[src/rtl/cache_dm.sv]
// cache_dm: parametrised direct-mapped write-through cache between a
// pipeline stage and a RAM with a request/acknowledge handshake.
// Ports:
//   g_clk, g_clr              clock, async active-high reset
//   addr, wdata, rd, wr       CPU request (sampled when accepted in IDLE)
//   flush                     invalidate all lines (IDLE only)
//   rdata, odv, busy          CPU response, one-cycle odv pulse, not-IDLE flag
//   ram_addr, ram_wdata       RAM request payload
//   ram_rd, ram_wr, ram_ack   RAM handshake, requests held until ram_ack
//   ram_rdata                 RAM read data, valid with ram_ack
//   hit_cnt, miss_cnt         wrapping read hit/miss counters
module cache_dm #(
   parameter int unsigned d_width   = 8,
   parameter int unsigned a_width   = 8,
   parameter int unsigned lines     = 4,
   parameter int unsigned cnt_width = 16
) (
   input  logic                 g_clk,
   input  logic                 g_clr,
   input  logic [a_width-1:0]   addr,
   input  logic [d_width-1:0]   wdata,
   input  logic                 rd,
   input  logic                 wr,
   input  logic                 flush,
   output logic [d_width-1:0]   rdata,
   output logic                 odv,
   output logic                 busy,
   output logic [a_width-1:0]   ram_addr,
   output logic [d_width-1:0]   ram_wdata,
   output logic                 ram_rd,
   output logic                 ram_wr,
   input  logic [d_width-1:0]   ram_rdata,
   input  logic                 ram_ack,
   output logic [cnt_width-1:0] hit_cnt,
   output logic [cnt_width-1:0] miss_cnt
);

   localparam int unsigned idx_w = $clog2(lines);
   localparam int unsigned tag_w = a_width - idx_w;

   typedef enum logic [1:0] {IDLE, FILL, WRITE} state_t;

   state_t state, state_d;

   logic [lines-1:0]   valid_q;
   logic [tag_w-1:0]   tag_q  [lines];
   logic [d_width-1:0] data_q [lines];

   logic [d_width-1:0]   rdata_d;
   logic                 odv_d;
   logic [a_width-1:0]   ram_addr_d;
   logic [d_width-1:0]   ram_wdata_d;
   logic                 ram_rd_d;
   logic                 ram_wr_d;
   logic [cnt_width-1:0] hit_cnt_d;
   logic [cnt_width-1:0] miss_cnt_d;

   logic                 line_we;
   logic [idx_w-1:0]     line_idx;
   logic [tag_w-1:0]     line_tag;
   logic [d_width-1:0]   line_data;
   logic                 valid_set;
   logic                 valid_clr_all;

   logic [idx_w-1:0]     req_idx;
   logic [tag_w-1:0]     req_tag;
   logic                 req_hit;

   // Lookup of the CPU address against the addressed line
   assign req_idx = addr[idx_w-1:0];
   assign req_tag = addr[a_width-1:idx_w];
   assign req_hit = valid_q[req_idx] && (tag_q[req_idx] == req_tag);

   // Next-state, next-output and line-update decode
   always_comb begin
      state_d       = state;
      rdata_d       = rdata;
      odv_d         = 1'b0;
      ram_addr_d    = ram_addr;
      ram_wdata_d   = ram_wdata;
      ram_rd_d      = ram_rd;
      ram_wr_d      = ram_wr;
      hit_cnt_d     = hit_cnt;
      miss_cnt_d    = miss_cnt;
      line_we       = 1'b0;
      line_idx      = req_idx;
      line_tag      = req_tag;
      line_data     = wdata;
      valid_set     = 1'b0;
      valid_clr_all = 1'b0;

      unique case (state)
         IDLE: begin
            if (flush) begin
               valid_clr_all = 1'b1;
            end else if (wr) begin
               // Write-through without allocate: only refresh a line already present
               line_we     = req_hit;
               ram_addr_d  = addr;
               ram_wdata_d = wdata;
               ram_wr_d    = 1'b1;
               state_d     = WRITE;
            end else if (rd) begin
               if (req_hit) begin
                  rdata_d   = data_q[req_idx];
                  odv_d     = 1'b1;
                  hit_cnt_d = hit_cnt + cnt_width'(1);
               end else begin
                  ram_addr_d = addr;
                  ram_rd_d   = 1'b1;
                  miss_cnt_d = miss_cnt + cnt_width'(1);
                  state_d    = FILL;
               end
            end
         end
         FILL: begin
            // The latched address lives in ram_addr for the whole fill
            line_idx  = ram_addr[idx_w-1:0];
            line_tag  = ram_addr[a_width-1:idx_w];
            line_data = ram_rdata;
            if (ram_ack) begin
               line_we   = 1'b1;
               valid_set = 1'b1;
               rdata_d   = ram_rdata;
               odv_d     = 1'b1;
               ram_rd_d  = 1'b0;
               state_d   = IDLE;
            end
         end
         WRITE: begin
            if (ram_ack) begin
               odv_d    = 1'b1;
               ram_wr_d = 1'b0;
               state_d  = IDLE;
            end
         end
         default: begin
            state_d = IDLE;
         end
      endcase
   end

   // Control state, registered outputs and valid bits
   always_ff @(posedge g_clk or posedge g_clr) begin
      if (g_clr) begin
         state     <= IDLE;
         rdata     <= '0;
         odv       <= 1'b0;
         busy      <= 1'b0;
         ram_addr  <= '0;
         ram_wdata <= '0;
         ram_rd    <= 1'b0;
         ram_wr    <= 1'b0;
         hit_cnt   <= '0;
         miss_cnt  <= '0;
         valid_q   <= '0;
      end else begin
         state     <= state_d;
         rdata     <= rdata_d;
         odv       <= odv_d;
         busy      <= (state_d != IDLE);
         ram_addr  <= ram_addr_d;
         ram_wdata <= ram_wdata_d;
         ram_rd    <= ram_rd_d;
         ram_wr    <= ram_wr_d;
         hit_cnt   <= hit_cnt_d;
         miss_cnt  <= miss_cnt_d;
         if (valid_clr_all) begin
            valid_q <= '0;
         end else if (valid_set) begin
            valid_q[line_idx] <= 1'b1;
         end
      end
   end

   // Tag and data storage; contents are qualified by valid_q, so no reset
   always_ff @(posedge g_clk) begin
      if (line_we) begin
         tag_q[line_idx]  <= line_tag;
         data_q[line_idx] <= line_data;
      end
   end

endmodule
[config.mk]
export PLATFORM = sky130hd
export DESIGN_NAME = cache_dm
export DESIGN_NICKNAME = d
export VERILOG_FILES = /design/src/rtl/cache_dm.sv
export SDC_FILE = /design/constraint.sdc
export NUM_CORES = 1
export LEC_CHECK = 0
export CORE_UTILIZATION = 53
export DETAILED_ROUTE_END_ITERATION = 10
export MAX_ROUTING_LAYER = met4
export PLACE_DENSITY_LB_ADDON = 0.05
export SYNTH_ARGS = -nofsm -noshare
export SYNTH_HDL_FRONTEND = slang
export SYNTH_SLANG_ARGS = --single-unit
[constraint.sdc]
create_clock -name g_clk -period 4 [get_ports g_clk]
set_clock_uncertainty 0.2 [all_clocks]
set_input_delay 0.6 -clock g_clk [delete_from_list [all_inputs] [get_ports g_clk]]
set_output_delay 0.6 -clock g_clk [all_outputs]
set_load 0.03 [all_outputs]
==> reports/qor_table.md, run 1 <==
| Item | Value | Unit |
|---|---|---|
| Pin count of the biggest net entering global routing | 28 | - |
| Die width | 103 | um |
| Gpl congestion | 0.786 | - |
| TritonCTS Buffers | 17 | - |
| Clock latency of the later-clocked register in the worst-skew pair | 0.51 | ns |
| Data required, critical path | 4.00 | ns |
| GRT Overall Usage | 23.4 | % |
| Hold buffer count at CTS | 0 | - |
| Global Route met3 Usage | 5.31 | % |
| CTS tree | yes | - |
| Initial core utilization | 55.3 | % |
| Clock sink total | 122 | - |
| Max-cap viol count | 0 | - |
| DP HPWL | 7480 | um |
| Main synth FF type | dfrtp_1 | - |
| Achievable frequency | 310 | MHz |
| Detailed-route wire length per cell | 17.0 | um |
| Floorplan row count | 36 | - |
| Core utilization of the finished layout | 71.8 | % |
| Final worst path period need | 3.22 | ns |
| GR Overflow Total | 0 | - |
| Net Sw Frac | 33.1 | % |
| Post-route worst setup slack | 0.776 | ns |
| Count of TritonRoute iterations in the first routing pass | 4 | - |
| Number of buffer cells added on primary ports | 89 | - |
| Met2 capacity usage during global routing | 36.6 | % |
| Detail-routed via count per cell | 5.41 | - |
| Mean instance size in the synthesized netlist | 13.2 | um2 |
| Post-synthesis sequential area ratio | 61.1 | % |
| Worst slew slack as a fraction of its limit | 49.7 | % |
| Post-synthesis instance total | 412 | - |
| Final period util | 80.6 | % |
| Number of register bits inferred by synthesis | 122 | - |
| Post-detailed-route count of antenna-violating nets | 0 | - |
| Number of design rule violations left after detail routing | 0 | - |
| Cell types occupying the most area after synthesis | edfxtp_1 (31%), dfrtp_1 (30%), mux4_2 (4.5%), xnor2_1 (3.5%), mux2_2 (3.5%) | - |
| Busiest layer in global routing | met2 | - |
| Setup-failing EPs final | 0 | - |
| Clock transition at the registers of the reported paths | 0.06 | ns |
| Number of warnings printed during yosys synthesis | 0 | - |
| Worst endpoint data arrival time | 3.23 | ns |
| Cells resized by post-CTS repair | 0 | - |
| Final max-slew violation count | 0 | - |
| Lkg Pwr | 0.00287 | uW |
| Number of enable flip-flop cells after synthesis | 56 | - |
| Worst path top cell family by delay | buffers and inverters | - |
| Cell with the most instances after synthesis | dfrtp_1 | - |
| Status | finished, final reports clean | - |
| Clock network power share | 31.0 | % |
| Setup fix buffers added after clock tree synthesis | 0 | - |
| Wire length of the first global-routing pass | 17,400 | um |
| Maximum cell stage delay along the critical path | 0.74 | ns |
| Share of flip-flops with an asynchronous set or reset | 54.1 | % |
| Vias in the first global route | 3,456 | - |
| Most used standard cells in the synthesized netlist | dfrtp_1 (66), edfxtp_1 (56), nand2_1 (34) | - |
| Root buffer cell | clkbuf_8 | - |
| Relative contribution of combinational cells to total power | 30.8 | % |
| Number of nets in the finished design | 551 | - |
| Maximum level of the CTS H-tree | 4 | - |
| Final WL | 11,200 | um |
| Core outline area | 0.00986 | mm2 |
| Post-synthesis cell type with the largest combined area | edfxtp_1 | - |
| Top cell type's share of synthesized area | 30.8 | % |
| Total chip power | 4490 | uW |
| Antenna diode count | 0 | - |
| Crit start category | input pin | - |
| Cell area after synthesis | 0.00546 | mm2 |
| Maximum fanout count along the critical path | 14 | - |
| Slew at the pin closest to its max-slew limit | 0.754 | ns |
| VDD IR-drop max | 0.472 | mV |
| Share of layout cells above drive strength 1 | 16.5 | % |
| Number of buffers and inverters on the critical path | 2 | - |
| Total Die Area | 0.0107 | mm2 |
| Layout overhead on the synthesized area | 29.8 | % |
| Detailed Route Iter0 Violations | 98 | - |
| Worst-case clock buffer depth | 2 | - |
| Post-Route Setup TNS | 0 | ns |
| Worst Hold Slack | 0.212 | ns |
| Pint | 3000 | uW |
| GR Layer Usage met1 | 29.9 | % |
| Vias after detailed routing | 3,579 | - |
| Slowest stage cell, crit path | clkdlybuf4s50_1 | - |
| Part of the power in registers | 38.3 | % |
| Net count after synthesis | 448 | - |
| Top-level port count | 90 | - |
| Psw | 1490 | uW |
| Y dimension of the die | 103 | um |
| Setup repair after global routing missed its margin | no | - |
| Power density of the placed cells | 634 | mW/mm2 |
| Chain of cells forming the critical path | clkdlybuf4s50_1, mux4_2, xor2_1, nor2_2, o2111ai_4, o21a_1, nor2_1, buf_4 | - |
| Post-place setup slack | 0.252 | ns |
| Kind of critical path | in -> reg | - |
| Number of unique standard cell types used by synthesis | 46 | - |
| Final Hold Violating Endpoints | 0 | - |
| Class of the tightest hold or removal check | in -> async | - |
| Antenna violations before repair | 0 | - |
| Crit path capture type | register | - |
## cell type report
type / instances / area [um2]
Clock buffer: 19 / 422
Clock inverter: 13 / 119
Fill cell: 676 / 2790
Inverter: 25 / 93.8
Multi-Input combinational cell: 246 / 1940
Sequential cell: 122 / 3330
Tap cell: 133 / 166
Timing Repair Buffer: 103 / 1010
## per-stage QoR
| stage | instance area, um2 | instances |
|---|---|---|
| detailed placement | 6540 | 629 |
| global placement | 6540 | 629 |
| floorplan | 5460 | 412 |
| finish | 7080 | 661 |
| global route | 7080 | 661 |
| CTS | 7080 | 661 |
## worst reg2reg max path, delay by kind of cell, from the launching register on
kind / cells / cell delay (ns)
flip-flops: 1 / 0.41
buffers and inverters: 2 / 0.29
adder cells (fa/ha/maj): 1 / 0.45
XOR/XNOR: 1 / 0.18
AND/OR/NAND/NOR: 5 / 1.09
## placed cells by master (no fill, tap or decap), types with 2 or more instances in the layout
cell type        Yosys  layout
mux4_2              11      11
clkinv_2             0       4
ha_1                 6       6
o21ai_0             27      27
xnor2_1             22      22
nor3_1              12      12
mux2i_1              9       9
and2_1               3       3
inv_6                0       3
xor2_1              17      17
edfxtp_1            56      56
a21oi_1              7       7
inv_1               25      24
clkinv_4             0       4
nand3_1             10      10
clkbuf_1            13       2
nand2_1             34      34
nand4_1             13      13
mux2_2              17      17
and4_1               5       5
o21ba_2              2       2
nor2_1              12      12
clkbuf_16            0      16
nor4_1               3       3
clkdlybuf4s50_1      0      89
buf_4                1      13
dfrtp_1             66      66
mux2_4               7       7
a31oi_1              4       4
a41oi_1              2       2
and3_1               5       5
nor2b_1              2       2
## cell families after synthesis
group	synth area share [%]
DFF	61.1
buffers and inverters	3.39
muxes	11.6
and+or+nand+nor	9.79
xor gates and xnor gates	6.26
AOI/OAI and AO/OA	6.45
adders and majority gates	1.38
## power groups by stage
stage / Clock [uW] / Sequential (uW) / Combinational [uW]
after CTS: 1410 / 1720 / 1390
after global routing: 1470 / 1740 / 1480
after global placement: 0 / 1730 / 1370
final: 1390 / 1720 / 1380
after detailed placement: 0 / 1740 / 1380
after floorplan: 0 / 2030 / 556
## path summary, 6_finish.rpt
path | from | to | slack (ns) | cells after the start
min | g_clr | ram_addr[1] | 0.21 | 2
max reg2reg | state[0] | hit_cnt[10] | 1.30 | 9
min reg2reg | miss_cnt[15] | miss_cnt[15] | 0.28 | 1
max in group asynchronous | g_clr | hit_cnt[4] | 2.66 | 3
min in group g_clk | miss_cnt[15] | miss_cnt[15] | 0.28 | 1
max | addr[0] | tag_q[2][3] | 0.78 | 8
## state kept, by name (all words and copies together) (netlist names)
register / flops
valid_q: 4
hit_cnt: 16
miss_cnt: 16
busy: 1
odv: 1
ram_rd: 1
rdata: 8
ram_wdata: 8
ram_addr: 8
ram_wr: 1
data_q: 32
state: 2
tag_q: 24
## routing by layer
metal  part of all wire [%]  vias to the layer above  routed length [um]
met3                    3.7                       15                 414
met5                      0                        -                   0
li1                       -                     1706                   -
met1                     45                     1756                5100
met2                     49                      102                5540
met4                    1.4                        0                 153
Note: power is estimated with default switching activity, not from simulation.
==> run 2, diff against run 1 <==
==> constraint.sdc (replaced) <==
create_clock -name g_clk -period 3.3 [get_ports g_clk]
set_clock_uncertainty 0.2 [all_clocks]
set_input_delay 0.495 -clock g_clk [delete_from_list [all_inputs] [get_ports g_clk]]
set_output_delay 0.495 -clock g_clk [all_outputs]
set_load 0.03 [all_outputs]
==> reports/qor_table.md, run 2 (same netlist as run 1, synthesis figures left out) <==
| Item | Value | Unit |
|---|---|---|
| Class of the tightest hold or removal check | in -> async | - |
| Final Hold Violating Endpoints | 0 | - |
| Detail-routed via count per cell | 5.46 | - |
| Flip-flop count of the largest register, all copies and words added | 32 | - |
| Vias in the first global route | 3,648 | - |
| VDD IR-drop max | 0.499 | mV |
| Final period util | 86.5 | % |
| Detailed Route Iter0 Violations | 113 | - |
| Worst-case clock buffer depth | 2 | - |
| # fillers | 659 | - |
| TritonCTS Buffers | 17 | - |
| Worst Hold Slack | 0.145 | ns |
| Largest registers | data_q x32, tag_q x24 | - |
| Layout overhead on the synthesized area | 33.3 | % |
| Detailed-route wire length per cell | 17.1 | um |
| Final WL | 11,600 | um |
| Data required, critical path | 3.32 | ns |
| Launching point of the worst reg2reg path | state[0] | - |
| Max-cap viol count | 0 | - |
| Largest Register | data_q | - |
| Worst endpoint data arrival time | 2.88 | ns |
| Lkg Pwr | 0.00297 | uW |
| R2R Path End | hit_cnt[8] | - |
| GR Overflow Total | 0 | - |
| Setup slack, reg-to-reg | 0.53 | ns |
| Maximum cell stage delay along the critical path | 0.63 | ns |
| Crit path capture type | register | - |
| Final worst path period need | 2.85 | ns |
| Clock sink total | 122 | - |
| Worst path top cell family by delay | buffers and inverters | - |
| Top-level port count | 90 | - |
| Number of nets in the finished design | 567 | - |
| GRT Overall Usage | 24.7 | % |
| Initial core utilization | 55.3 | % |
| Root buffer cell | clkbuf_8 | - |
| Count of TritonRoute iterations in the first routing pass | 4 | - |
| Crit start category | input pin | - |
| Core outline area | 0.00986 | mm2 |
| Hold buffer count at CTS | 0 | - |
| Die width | 103 | um |
| Setup fix buffers added after clock tree synthesis | 0 | - |
| Placed cells | 645 | - |
| Maximum level of the CTS H-tree | 4 | - |
| Number of buffers and inverters on the critical path | 2 | - |
| Setup-failing EPs final | 0 | - |
| Kind of critical path | in -> reg | - |
| Final cell count without fillers | 677 | - |
| Floorplan row count | 36 | - |
| Commonest non-fill, non-tap cell in the layout | clkdlybuf4s50_1 | - |
| Gpl congestion | 0.845 | - |
| DP HPWL | 7870 | um |
| Antenna violations before repair | 0 | - |
| Chain of cells forming the critical path | clkdlybuf4s50_1, mux4_2, xor2_1, nor2_2, o2111ai_4, o21a_1, nor2_1, buf_12 | - |
| Number of design rule violations left after detail routing | 0 | - |
| Y dimension of the die | 103 | um |
| Slew at the pin closest to its max-slew limit | 0.847 | ns |
| Power density of the placed cells | 778 | mW/mm2 |
| Setup repair after global routing missed its margin | no | - |
| Worst setup path startpoint | addr[0] | - |
| Timing endpoint of the critical path | data_q[0][7] | - |
| Final max-slew violation count | 0 | - |
| Share of layout cells above drive strength 1 | 19.1 | % |
| Worst Reg2Reg Path Length in Cells | 8 | - |
| Vias after detailed routing | 3,699 | - |
| CTS tree | yes | - |
| Stages on worst setup path | 8 | - |
| Worst slew slack as a fraction of its limit | 43.5 | % |
| Slowest stage cell, crit path | clkdlybuf4s50_1 | - |
| Pin count of the biggest net entering global routing | 26 | - |
| Post-detailed-route count of antenna-violating nets | 0 | - |
| Commonest non-fill, non-tap cells in the layout | clkdlybuf4s50_1 (89), dfrtp_1 (66), edfxtp_1 (56), nand2_1 (34) | - |
| Cells resized by post-CTS repair | 0 | - |
| Antenna diode count | 0 | - |
| Wire length of the first global-routing pass | 18,600 | um |
| Maximum fanout count along the critical path | 14 | - |
| Number of buffer cells added on primary ports | 89 | - |
| Clock transition at the registers of the reported paths | 0.06 | ns |
| Clock latency of the later-clocked register in the worst-skew pair | 0.51 | ns |
| Achievable frequency | 350 | MHz |
| Status | finished, final reports clean | - |
| Core utilization of the finished layout | 73.7 | % |
| Total Die Area | 0.0107 | mm2 |
## run 2: cell count changes in the layout (fill, tap and decap cells not counted), sizes merged
| cell | before | now |
|---|---|---|
| buf | 14 | 30 |
| bufinv | 1 | 3 |
| clkbuf | 19 | 18 |
| clkinv | 8 | 6 |
| clkinvlp | 1 | 3 |
| inv | 28 | 27 |
## run 2: per-stage QoR
step	area, um2	total power (uW)	setup TNS (ns)	setup WS [ns]
final	7270	5660	0	0.446
after global placement	6680	3800	-0.0140	-0.00251
after detailed placement	6680	3840	-2.91	-0.0751
after floorplan	5460	3130	-3.40	-0.0643
after CTS	7270	5700	0	0.454
after global routing	7270	5900	0	0.287
## run 2: worst min path at each step
stage | end | cells after the start
3_5_place_dp | ram_wdata[5] | 2
3_3_place_gp | hit_cnt[15] | 1
4_1_cts | ram_addr[1] | 2
5_1_grt | ram_addr[1] | 2
6_report | ram_addr[5] | 2
2_1_floorplan | valid_q[0] | 2
## run 2: cell type report
class / count / area [um2] / area share [%]
sequential: 122 / 3330 / 45.8
inverter: 25 / 93.8 / 1.29
tap: 133 / 166 / 2.29
multi-input combinational: 246 / 1940 / 26.6
clock inverter: 14 / 171 / 2.36
clock buffer: 18 / 418 / 5.75
timing repair buffer: 119 / 1150 / 15.9
## run 2: power breakdown
group,switching [uW],internal (uW),leakage (uW),total [uW]
clock network,685,1150,0.000282,1840
registers,176,1910,0.00136,2080
logic,962,774,0.00133,1740
## run 2: layer usage
layer	part of all wire, %	global-route usage (%)
met2	50	38.7
met4	1.2	9.86
met1	45	31.9
met5	0	-
met3	3.8	4.70
## run 2: worst reg2reg max path: cells and delay by family (launching register included)
family        cells  cell delay, ns
xor+xnor          1            0.17
simple gates      4            1.13
flops             1            0.42
buf+inv           2            0.31
fa+ha+maj         1            0.46
==> run 3, diff against run 2 <==
--- a/config.mk
+++ b/config.mk
@@ -5,7 +5,9 @@
 export SDC_FILE = /design/constraint.sdc
 export NUM_CORES = 1
 export LEC_CHECK = 0
+export CORE_MARGIN = 5
 export CORE_UTILIZATION = 53
+export CTS_BUF_LIST = sky130_fd_sc_hd__clkbuf_4 sky130_fd_sc_hd__clkbuf_8 sky130_fd_sc_hd__clkbuf_16
 export DETAILED_ROUTE_END_ITERATION = 10
 export MAX_ROUTING_LAYER = met4
 export PLACE_DENSITY_LB_ADDON = 0.05
==> reports/qor_table.md, run 3 (same netlist as run 1, synthesis figures left out) <==
| Item | Value | Unit |
|---|---|---|
| Gpl congestion | 0.843 | - |
| Detail-routed via count per cell | 5.40 | - |
| GRT Overall Usage | 20.5 | % |
| Placement Cell Area | 0.00672 | mm2 |
| Core outline area | 0.0102 | mm2 |
| Worst-case clock buffer depth | 2 | - |
| Root buffer cell | clkbuf_8 | - |
| Antenna diode count | 0 | - |
| Final WL | 11,800 | um |
| Achievable frequency | 347 | MHz |
| Detailed Route Iter0 Violations | 187 | - |
| Wire length of the first global-routing pass | 19,600 | um |
| Class of the tightest hold or removal check | in -> async | - |
| Total Die Area | 0.0124 | mm2 |
| Maximum fanout count along the critical path | 8 | - |
| Chain of cells forming the critical path | clkdlybuf4s50_1, mux4_2, xor2_1, nor2_2, o2111ai_4, o21a_1, nor2_1, buf_4 | - |
| Setup fix buffers added after clock tree synthesis | 0 | - |
| Worst endpoint data arrival time | 2.88 | ns |
| Crit start category | input pin | - |
| Worst Reg2Reg Path Length in Cells | 8 | - |
| Number of buffer cells added on primary ports | 89 | - |
| Crit path capture type | register | - |
| Count of TritonRoute iterations in the first routing pass | 4 | - |
| Status | finished, final reports clean | - |
| Floorplan row count | 37 | - |
| Total chip power | 5810 | uW |
| Kind of critical path | in -> reg | - |
| Slew at the pin closest to its max-slew limit | 0.771 | ns |
| GR Overflow Total | 0 | - |
| Initial core utilization | 53.6 | % |
| Maximum cell stage delay along the critical path | 0.63 | ns |
| Final design area excluding fillers | 0.00736 | mm2 |
| Placed cells | 650 | - |
| Max-cap viol count | 0 | - |
| Slowest stage cell, crit path | clkdlybuf4s50_1 | - |
| Largest registers | data_q x32, tag_q x24 | - |
| Clock sink total | 122 | - |
| Worst slew slack as a fraction of its limit | 48.6 | % |
| Cells resized by post-CTS repair | 0 | - |
| Largest Register | data_q | - |
| Lkg Pwr | 0.00302 | uW |
| Number of design rule violations left after detail routing | 0 | - |
| Setup repair after global routing missed its margin | no | - |
| Final cell count without fillers | 682 | - |
| Final Hold Violating Endpoints | 0 | - |
| Number of nets in the finished design | 569 | - |
| Flip-flop count of the largest register, all copies and words added | 32 | - |
| Clock transition at the registers of the reported paths | 0.06 | ns |
| Setup-failing EPs final | 0 | - |
| Layout overhead on the synthesized area | 34.8 | % |
| DP HPWL | 8090 | um |
| Data required, critical path | 3.31 | ns |
| Commonest non-fill, non-tap cell in the layout | clkdlybuf4s50_1 | - |
| Vias in the first global route | 3,806 | - |
| Commonest non-fill, non-tap cells in the layout | clkdlybuf4s50_1 (89), dfrtp_1 (66), edfxtp_1 (56), nand2_1 (34), buf_4 (28) | - |
| Hold buffer count at CTS | 0 | - |
| Detailed-route wire length per cell | 17.4 | um |
| VDD IR-drop max | 0.465 | mV |
| Y dimension of the die | 111 | um |
| Maximum level of the CTS H-tree | 4 | - |
| Pin count of the biggest net entering global routing | 67 | - |
| Share of layout cells above drive strength 1 | 19.4 | % |
| Clock latency of the later-clocked register in the worst-skew pair | 0.51 | ns |
| Antenna violations before repair | 0 | - |
| Top-level port count | 90 | - |
| Power density of the placed cells | 791 | mW/mm2 |
| TritonCTS Buffers | 17 | - |
| Die width | 111 | um |
| Final period util | 87.2 | % |
| Post-detailed-route count of antenna-violating nets | 0 | - |
| CTS tree | yes | - |
| Vias after detailed routing | 3,686 | - |
| Final worst path period need | 2.88 | ns |
| Final max-slew violation count | 0 | - |
==> run 3: cell count changes in the layout (fill, tap and decap cells not counted) <==
| cell | previous run | this run |
|---|---|---|
| clkbuf_4 | 0 | 2 |
| inv_6 | 2 | 1 |
| clkinv_4 | 3 | 2 |
| clkinv_2 | 3 | 2 |
| clkinv_1 | 0 | 1 |
| clkbuf_8 | 1 | 2 |
| buf_4 | 27 | 28 |
| clkbuf_1 | 1 | 0 |
| bufinv_16 | 3 | 5 |
| buf_12 | 3 | 4 |
| clkinvlp_4 | 3 | 1 |
==> run 3: final cells by class <==
class	instances	area (um2)
flip-flops and latches	122	3330
well taps	136	170
fillers	697	2830
multi-input cells	246	1940
clock buffers	20	443
inverters	25	93.8
clock inverters	12	198
repair buffers	121	1180
==> run 3: through the flow <==
| step | setup TNS, ns | hold WS [ns] | worst slack [ns] | utilization [%] |
|---|---|---|---|---|
| 5_1_grt | 0 | 0.239 | 0.274 | 72.2 |
| 3_3_place_gp | -0.329 | 0.259 | -0.0308 | 65.9 |
| 2_1_floorplan | -3.40 | 0.287 | -0.0643 | - |
| 6_report | 0 | 0.186 | 0.422 | 72.2 |
| 4_1_cts | 0 | 0.187 | 0.417 | 72.2 |
| 3_5_place_dp | -1.57 | 0.261 | -0.0459 | 65.9 |
==> run 3: final timing paths <==
| check | start | to | slack, ns |
|---|---|---|---|
| max | addr[0] | data_q[1][1] | 0.42 |
| min | g_clr | ram_addr[7] | 0.19 |
| max reg2reg | state[0] | hit_cnt[8] | 0.58 |
| min reg2reg | miss_cnt[15] | miss_cnt[15] | 0.27 |
| max in group asynchronous | g_clr | valid_q[1] | 2.43 |
| min in group g_clk | miss_cnt[15] | miss_cnt[15] | 0.27 |
==> run 3: worst max-delay path, delay by kind of cell <==
family / cells / cell delay, ns
compound gates: 2 / 0.44
xor+xnor: 1 / 0.17
buf+inv: 2 / 0.85
mux: 1 / 0.57
simple gates: 2 / 0.36
==> run 3: power breakdown <==
| group | internal [uW] | leakage (uW) | switching (uW) | total [uW] |
|---|---|---|---|---|
| sequential | 1910 | 0.00136 | 175 | 2080 |
| combinational | 775 | 0.00135 | 960 | 1730 |
| clock | 1340 | 0.000314 | 660 | 2000 |
==> run 3: routing by layer <==
metal | vias to the layer above | global-route usage [%] | wire length [um]
li1 | 1738 | - | -
met1 | 1836 | 26.0 | 5100
met2 | 97 | 32.9 | 6060
met4 | 0 | 7.14 | 140
met5 | - | - | 0
met3 | 15 | 4.73 | 544
